$ cat config.mk
export PLATFORM = sky130hd
export DESIGN_NAME = elevator_call_scheduler
export DESIGN_NICKNAME = d
export VERILOG_FILES = /design/src/rtl/elevator_call_scheduler.sv
export SDC_FILE = /design/constraint.sdc
export NUM_CORES = 1
export LEC_CHECK = 0
export CAP_MARGIN = 40
export CORE_AREA = 2 2 58 60
export DETAILED_ROUTE_END_ITERATION = 16
export DIE_AREA = 0 0 60 62
export PLACE_DENSITY_LB_ADDON = 0.15
export SLEW_MARGIN = 10
export SYNTH_ARGS = -nofsm -noshare
export SYNTH_HDL_FRONTEND = slang
export SYNTH_SLANG_ARGS = --single-unit
$ cat constraint.sdc
create_clock -name clk -period 8.9 [get_ports clk]
set_clock_uncertainty 0.05 [all_clocks]
set_input_delay 1.78 -clock clk [delete_from_list [all_inputs] [get_ports clk]]
set_output_delay 1.78 -clock clk [all_outputs]
set_load 0.02 [all_outputs]
$ cat src/rtl/elevator_call_scheduler.sv
// SCAN collective-control scheduler: latches floor calls, picks direction,
// drives the motor enables and a timed door-open phase.
module elevator_call_scheduler #(
  parameter int FLOORS      = 3,
  parameter int DOOR_CYCLES = 8
) (
  input  logic              clk,
  input  logic              reset,
  input  logic [FLOORS-1:0] call,
  input  logic [FLOORS-1:0] at_floor,
  output logic              mup,
  output logic              mdw,
  output logic              door_open,
  output logic              dir_up,
  output logic [3:0]        floor_num,
  output logic [FLOORS-1:0] pending,
  output logic              moving
);

  localparam int TW = $clog2(DOOR_CYCLES + 1);
  localparam logic [TW-1:0] TLOAD = TW'(DOOR_CYCLES - 1);

  typedef enum logic [1:0] {
    IDLE,
    UP,
    DOWN,
    DOOR
  } state_t;

  state_t            state_q;
  logic [3:0]        cur_q;
  logic [3:0]        fnum_q;
  logic [TW-1:0]     timer_q;
  logic [FLOORS-1:0] pend_q;
  logic              mup_q;
  logic              mdw_q;
  logic              door_q;
  logic              dir_q;
  logic              mov_q;

  logic [3:0]        cnt;
  logic [3:0]        k;
  logic              hit;
  logic [3:0]        cur_d;
  logic [FLOORS-1:0] cur_oh;
  logic [FLOORS-1:0] old_oh;
  logic [FLOORS-1:0] door_mask;
  logic [FLOORS-1:0] pend_nx;
  logic              above;
  logic              below;
  logic              here;
  logic              call_cur;

  always_comb begin
    cnt = '0;
    k   = '0;
    for (int i = 0; i < FLOORS; i++) begin
      if (at_floor[i]) begin
        cnt = cnt + 4'd1;
        k   = 4'(i);
      end
    end
  end

  assign hit   = (cnt == 4'd1);
  assign cur_d = hit ? k : cur_q;

  // A re-press at the open door only extends the door, it is not a new call.
  always_comb begin
    cur_oh = '0;
    old_oh = '0;
    above  = 1'b0;
    below  = 1'b0;
    for (int i = 0; i < FLOORS; i++) begin
      cur_oh[i] = (4'(i) == cur_d);
      old_oh[i] = (4'(i) == cur_q);
    end
    door_mask = (state_q == DOOR) ? old_oh : {FLOORS{1'b0}};
    pend_nx   = pend_q | (call & ~door_mask);
    for (int i = 0; i < FLOORS; i++) begin
      if (4'(i) > cur_d) above = above | pend_nx[i];
      if (4'(i) < cur_d) below = below | pend_nx[i];
    end
  end

  assign here     = |(pend_nx & cur_oh);
  assign call_cur = |(call & old_oh);

  always_ff @(posedge clk) begin
    if (!reset) begin
      state_q <= IDLE;
      cur_q   <= '0;
      fnum_q  <= 4'd1;
      timer_q <= '0;
      pend_q  <= '0;
      mup_q   <= 1'b0;
      mdw_q   <= 1'b0;
      door_q  <= 1'b0;
      dir_q   <= 1'b1;
      mov_q   <= 1'b0;
    end else begin
      cur_q  <= cur_d;
      fnum_q <= cur_d + 4'd1;
      pend_q <= pend_nx;
      unique case (state_q)
        IDLE: begin
          if (here) begin
            state_q <= DOOR;
            door_q  <= 1'b1;
            timer_q <= TLOAD;
            pend_q  <= pend_nx & ~cur_oh;
          end else if (above && (dir_q || !below)) begin
            state_q <= UP;
            dir_q   <= 1'b1;
            mup_q   <= 1'b1;
            mov_q   <= 1'b1;
          end else if (below) begin
            state_q <= DOWN;
            dir_q   <= 1'b0;
            mdw_q   <= 1'b1;
            mov_q   <= 1'b1;
          end
        end
        UP: begin
          if (hit) begin
            if (k < cur_q) begin
              state_q <= IDLE;
              mup_q   <= 1'b0;
              mov_q   <= 1'b0;
            end else if (here) begin
              state_q <= DOOR;
              mup_q   <= 1'b0;
              mov_q   <= 1'b0;
              door_q  <= 1'b1;
              timer_q <= TLOAD;
              pend_q  <= pend_nx & ~cur_oh;
            end else if (at_floor[FLOORS-1] || !above) begin
              state_q <= IDLE;
              mup_q   <= 1'b0;
              mov_q   <= 1'b0;
            end
          end
        end
        DOWN: begin
          if (hit) begin
            if (k > cur_q) begin
              state_q <= IDLE;
              mdw_q   <= 1'b0;
              mov_q   <= 1'b0;
            end else if (here) begin
              state_q <= DOOR;
              mdw_q   <= 1'b0;
              mov_q   <= 1'b0;
              door_q  <= 1'b1;
              timer_q <= TLOAD;
              pend_q  <= pend_nx & ~cur_oh;
            end else if (at_floor[0] || !below) begin
              state_q <= IDLE;
              mdw_q   <= 1'b0;
              mov_q   <= 1'b0;
            end
          end
        end
        DOOR: begin
          if (call_cur) begin
            timer_q <= TLOAD;
          end else if (timer_q == '0) begin
            state_q <= IDLE;
            door_q  <= 1'b0;
          end else begin
            timer_q <= timer_q - 1'b1;
          end
        end
      endcase
    end
  end

  assign mup       = mup_q;
  assign mdw       = mdw_q;
  assign door_open = door_q;
  assign dir_up    = dir_q;
  assign floor_num = fnum_q;
  assign pending   = pend_q;
  assign moving    = mov_q;

endmodule

==> results of run 1 <==
-- layer usage --
metal	GRT usage (%)	vias up
li1	-	789
met1	30.2	780
met2	40.4	51
met3	3.52	10
met4	8.89	0
met5	0	-
-- cell type report --
type / count / area share, %
repair buffers: 19 / 9.46
clock buffers: 4 / 1.81
inverters: 18 / 3.42
multi-input cells: 158 / 60.5
well taps: 46 / 2.86
flip-flops and latches: 22 / 21.9
-- worst paths after layout --
| path | slack [ps] | from | to | cells after the start |
|---|---|---|---|---|
| worst max-delay path | 4150 | at_floor[1] | state_q[0] | 12 |
| worst min-delay path | 420 | moving | moving | 2 |
| worst max register to register | 6100 | cur_q[1] | state_q[0] | 11 |
| worst min register to register | 420 | moving | moving | 2 |
-- logic make-up (layout without fill, tap and decap cells) --
logic type,count (synthesis),after routing
adders and majority gates,13,13
muxes,4,4
AOI/OAI and AO/OA,63,63
buffers and inverters,23,41
DFF,22,22
and+or+nand+nor,76,76
xor gates and xnor gates,2,2
-- placed cells by master (no fill, tap or decap), types with 5 or more instances in the layout --
cell / n
a21oi_1: 9
a31oi_1: 5
clkdlybuf4s50_1: 19
dfxtp_1: 22
ha_1: 13
inv_1: 16
nand2_1: 15
nor2_1: 17
nor3_1: 7
o21ai_0: 5
o22ai_1: 5
-- power by group --
part | leakage (nW) | internal (mW) | switching, mW
Sequential | 0.181 | 0.121 | 0.0212
Clock | 0.0210 | 0.0250 | 0.0309
Combinational | 0.599 | 0.126 | 0.162
Total | 0.800 | 0.273 | 0.214
-- tightest hold or removal path: cells and delay by family (launching register included) --
| family | cells | cell delay, ps |
|---|---|---|
| DFF | 1 | 330 |
| and+or+nand+nor | 1 | 50 |
| muxes | 1 | 60 |
-- registers in the layout, indices dropped and copies added (netlist names), 2 cells and up --
signal,cells
timer_q,4
floor_num,4
cur_q,4
state_q,2
pending,3
-- per-stage QoR --
| stage | cell area [sq um] | util, % | setup slack, ps |
|---|---|---|---|
| detailed placement | 1970 | 62.1 | 3830 |
| CTS | 2010 | 63.2 | 4180 |
| global route | 2010 | 63.2 | 4050 |
| floorplan | 1760 | - | 4600 |
| global placement | 1970 | 62.1 | 3980 |
| finish | 2010 | 63.2 | 4150 |
==> reports/metrics.yaml, run 1 <==
layout:
  stdcell_count: 267
  area_growth_pct: 14.1
  layout-drive-gt1-share_pct: 14.0
  fin_nets: 243
  seq_area_sq_um: 440
  fillers: 307
  antennaDiodeCount: 0
  multi_input_area_sq_um: 1220
run_status:
  status: "complete, no violations"
synth:
  ys_seq_area_share_pct: 25.0
  yosysMostFrequentCell: "dfxtp_1"
  synth-compound-area-share_pct: 31.8
  ys_top_cells_by_area: "dfxtp_1 (25%), ha_1 (9.2%), nor2_1 (3.6%)"
  synth_edf_count: 0
  syn_inst: 203
  synthArstFlopShare_pct: 0
  ys_warn_count: 0
  syn_nets: 224
  synth_top_family_by_area: "compound AO/OA/AOI/OAI gates"
  yosysTopAreaCellShare_pct: 25.0
  yosys.area_share.simple_pct: 24.8
  yosys_register_bits: 22
  synthMuxAreaShare_pct: 2.27
  yosys_most_used_dff: "dfxtp_1"
  ys_types: 64
  synth_top_area_cell: "dfxtp_1"
  syn_avg_cell_area_sq_um: 8.67
  synth-xor-area-share_pct: 0.995
  synth_fa_ha_area_share_pct: 9.24
  netlist_area_sq_um: 1760
  synthTopCellsByCount: "dfxtp_1 (22), nor2_1 (17), inv_1 (16)"
setup_path:
  worstSetupEndpointType: "flip-flop"
  cp.arrival_ps: 4910
  cp_top_family: "simple AND/OR/NAND/NOR gates"
  critPathLaunchType: "input pin"
  crit_top_cell: "ha_1"
  path_buf_inv: 3
  crit_path_top_delay_cell: "clkdlybuf4s50_1"
  crit_path_max_incr_delay_ps: 530
  cp_max_fo: 7
  crit_required_ps: 9060
  worstPathCellList: "clkdlybuf4s50_1, inv_1, ha_1, or4b_4, o221a_4, clkinv_2, ha_1, nor3_1, a211oi_1, a2bb2oi_2, or3_4, mux2i_1"
  worst-setup-path-type: "in2reg"
die:
  die_x_um: 60
  die_area_sq_um: 3720
  coreArea_sq_um: 3180
  rows: 21
  die-height_um: 62
  initial_core_util_pct: 55.4
  ios: 20
cts:
  cts_hold_buf: 0
  cts.sinks: 22
  cts_buffers: 3
  cts-resized-gates: 0
  cts_max_path_buffers: 2
  clock_latency_ps: 310
  cts_tree: "yes"
  htreeDepth: 1
  clock-root-buffer: "clkbuf_4"
  cts.clk_slew.worst_paths_ps: 130
  post_cts_buffers: 0
timing:
  tightest_slew_ps: 603
  post-route-min-period_ps: 4750
  post-route-period-util_pct: 53.4
  slew_headroom_pct: 59.7
  drv_slew: 0
  whs_ps: 424
  finalHoldViolations: 0
  rsz0062_at_grt: "false"
  setup_tns_ps: 0
  finalSetupViolCount: 0
  timing.fmax_mhz: 211
hold_path:
  hp-class: "reg2reg"
power_and_ir_drop:
  power_density_nw_per_um2: 242
  power_mw: 0.487
  p_leak_nw: 0.800
  worst_ir_drop_vdd_mv: 0.101
detailed_routing:
  routedWlPerCell_um: 15.4
  top_layer: "met4"
  vias: 1630
  drcViolationCount: 0
  drt-initial-drc-count: 82
  ant_nets: 0
  met3WireLength_um: 185
  dr.pass1.iters: 7
  via_per_inst: 6.10
  m1WireLength_mm: 1.90
  drt_wl_total_mm: 4.12
  wl_met2_mm: 1.98
grt:
  grt_pass1_wl_mm: 6.71
  grt_pass1_vias: 1465
  grt_start_max_net_pins: 16
  grt-ovfl-total: 0
  track_usage_pct: 23.6
  antenna_found_initial: 0
placement:
  place_hpwl_mm: 3.24
  port_buffers: 19
  gp_congestion: 0.930
  dp.cells: 263
run:
  maxCapViolations: 0
Note: power is estimated with default switching activity, not from simulation.
==> run 2: changes to the inputs <==
--- a/config.mk
+++ b/config.mk
@@ -6,9 +6,9 @@
 export NUM_CORES = 1
 export LEC_CHECK = 0
 export CAP_MARGIN = 40
-export CORE_AREA = 2 2 58 60
+export CORE_AREA = 2 2 62 64
 export DETAILED_ROUTE_END_ITERATION = 16
-export DIE_AREA = 0 0 60 62
+export DIE_AREA = 0 0 64 66
 export PLACE_DENSITY_LB_ADDON = 0.15
 export SLEW_MARGIN = 10
 export SYNTH_ARGS = -nofsm -noshare
==> constraint.sdc (replaced) <==
create_clock -name clk -period 4.13 [get_ports clk]
set_clock_uncertainty 0.05 [all_clocks]
set_input_delay 0.826 -clock clk [delete_from_list [all_inputs] [get_ports clk]]
set_output_delay 0.826 -clock clk [all_outputs]
set_load 0.02 [all_outputs]
==> run 2 against run 1 <==
  * Critical path depth is 2 higher
  * Worst setup slack worse by 3800 ps
  * Worst hold slack got worse by 5.1 ps
  * Global-route usage shrank 1.4 points
  * Cell area increased by 0.50%
  * Total power rose by 120%
  * Largest power group unchanged
==> reports/metrics.yaml, run 2 (synthesized netlist as in run 1, its figures left out) <==
cts:
  clock-root-buffer: "clkbuf_4"
  post_cts_buffers: 0  # unchanged
  cts-resized-gates: 0  # unchanged
  htreeDepth: 1  # unchanged
  cts_buffers: 3  # unchanged
  clock_latency_ps: 310  # about the same
  cts_max_path_buffers: 2  # unchanged
  cts_hold_buf: 0  # unchanged
  cts_tree: "yes"
  cts.sinks: 22  # unchanged
  cts.clk_slew.worst_paths_ps: 130  # about the same
die:
  die-height_um: 66  # +6.5%
  die_x_um: 64  # +6.7%
  ios: 20  # unchanged
  coreArea_sq_um: 3550  # +12%
  rows: 22  # +4.8%
  initial_core_util_pct: 49.6  # -5.8 points
  die_area_sq_um: 4220  # +14%
setup_path:
  r2r-start: "cur_q[1]"
  critPathLaunchType: "input pin"
  worst_r2r_path_depth: 11  # unchanged
  cp_max_fo: 4  # -3
  cp.arrival_ps: 3960  # -950 ps
  crit_path_start: "at_floor[1]"
  worst-setup-path-type: "in2reg"
  r2r_end: "state_q[0]"
  critPathCapture: "state_q[0]"
  rrSetupSlack_ps: 1230  # -4870 ps
  crit_required_ps: 4330  # -4730 ps
  worstSetupEndpointType: "flip-flop"
grt:
  grt_start_max_net_pins: 16  # unchanged
  met1_usage_pct: 27.7  # -2.5 points
  grt_pass1_wl_mm: 7.39  # +10%
  grt-ovfl-total: 0  # unchanged
  grt_pass1_vias: 1602  # +9.4%
  antenna_found_initial: 0  # unchanged
  grt_use_met3_pct: 2.04  # -1.5 points
  track_usage_pct: 22.2  # -1.4 points
  grt_util_met2_pct: 40.2  # -0.14 points
  busiest_layer: "met2"
detailed_routing:
  via_per_inst: 5.93  # -2.9%
  routedWlPerCell_um: 15.8  # +2.6%
  drt-initial-drc-count: 69  # -16%
  drcViolationCount: 0  # unchanged
  ant_nets: 0  # unchanged
  dr.pass1.iters: 4  # -3
  vias: 1600  # -1.8%
  drt_wl_total_mm: 4.28  # +3.7%
power_and_ir_drop:
  power_mw: 1.06  # +120%
  seqPwrFrac_pct: 29.0  # -0.2 points
  cellInternalPower_mw: 0.589  # +120%
  power_density_nw_per_um2: 523  # +120%
  netSwitchingFraction_pct: 44.2  # +0.25 points
  combPwrFrac_pct: 59.4  # about the same
  p_clk_share_pct: 11.5  # about the same
  p_sw_mw: 0.468  # +120%
  worst_ir_drop_vdd_mv: 0.241  # +140%
  p_leak_nw: 0.805  # +0.60%
layout:
  fillers: 346  # +13%
  layout-drive-gt1-share_pct: 14.4  # +0.39 points
  antennaDiodeCount: 0  # unchanged
  utilization_pct: 56.9  # -6.3 points
  final_cell_area_sq_um: 2020  # +0.50%
  fin_nets: 244  # +0.41%
  final_common_cell: "dfxtp_1"
  layout_common_cells: "dfxtp_1 (22), clkdlybuf4s50_1 (19), nor2_1 (17)"
  area_growth_pct: 14.7
placement:
  port_buffers: 19  # unchanged
  place_hpwl_mm: 3.33  # +2.8%
  gp_congestion: 0.920  # -1.0%
  post_dp_cell_area_sq_um: 1980  # +0.51%
timing:
  rsz0062_at_grt: "false"
  timing.fmax_mhz: 266
  drv_slew: 0  # unchanged
  finalHoldViolations: 0  # unchanged
  setup_tns_ps: 0  # unchanged
  tightest_slew_ps: 604  # +0.857 ps
  slew_headroom_pct: 59.6  # about the same
  post-route-min-period_ps: 3760
  finalSetupViolCount: 0  # unchanged
  post-route-period-util_pct: 91.0
  whs_ps: 419  # -5.15 ps
run_status:
  status: "complete, no violations"
hold_path:
  hp-class: "reg2reg"
run:
  maxCapViolations: 0  # unchanged
run 2: cell count changes in the layout (fill, tap and decap cells not counted):
cell / delta
buf_4: +1
run 2: layout make-up:
class	instances	area, sq um	area share, %
Multi-Input combinational cell	158	1220	60.2
Sequential cell	22	440	21.8
Timing Repair Buffer	20	198	9.79
Inverter	18	68.8	3.41
Tap cell	48	60.1	2.97
Clock buffer	4	36.3	1.80
run 2: worst min-delay path by stage:
stage                     cells past startpoint          to  startpoint
final                                         2      moving      moving
after global routing                          2      moving      moving
after CTS                                     2      moving      moving
after detailed placement                      2      moving      moving
after global placement                        2      moving      moving
after floorplan                               1  timer_q[0]  timer_q[0]
run 2: worst max-delay path: stages:
cell,delay (ps)
clkdlybuf4s50_1,530
inv_1,70
ha_1,290
or4b_4,470
o221a_4,140
clkinv_2,70
ha_1,180
inv_1,80
a31oi_4,180
o22ai_1,160
or2_1,270
nor4_1,320
or3_4,210
mux2i_1,160
run 2: power groups by stage:
stage          registers, mW  logic (mW)  clock network (mW)
2_1_floorplan          0.332       0.437                   0
3_3_place_gp           0.307       0.604                   0
3_5_place_dp           0.311       0.621                   0
4_1_cts                0.306       0.625               0.127
5_1_grt                0.314       0.691               0.136
6_report               0.307       0.628               0.122
run 2: through the flow:
step           std cells  setup slack (ps)
5_1_grt              270               245
3_5_place_dp         266              79.9
6_report             270               371
2_1_floorplan        203               779
3_3_place_gp         266               262
4_1_cts              270               402
run 2: per-layer routing:
metal / routed length (um) / vias to the layer above
met5: 0 / -
met4: 31 / 0
met3: 114 / 4
met2: 2060 / 32
met1: 2070 / 761
li1: - / 803
==> run 3: changes to the inputs <==
--- a/config.mk
+++ b/config.mk
@@ -10,6 +10,7 @@
 export DETAILED_ROUTE_END_ITERATION = 16
 export DIE_AREA = 0 0 64 66
 export PLACE_DENSITY_LB_ADDON = 0.15
+export SKIP_CTS_REPAIR_TIMING = 1
 export SLEW_MARGIN = 10
 export SYNTH_ARGS = -nofsm -noshare
 export SYNTH_HDL_FRONTEND = slang
==> results of run 3 <==
Final layout, timing and power as in run 2 (identical DEF).
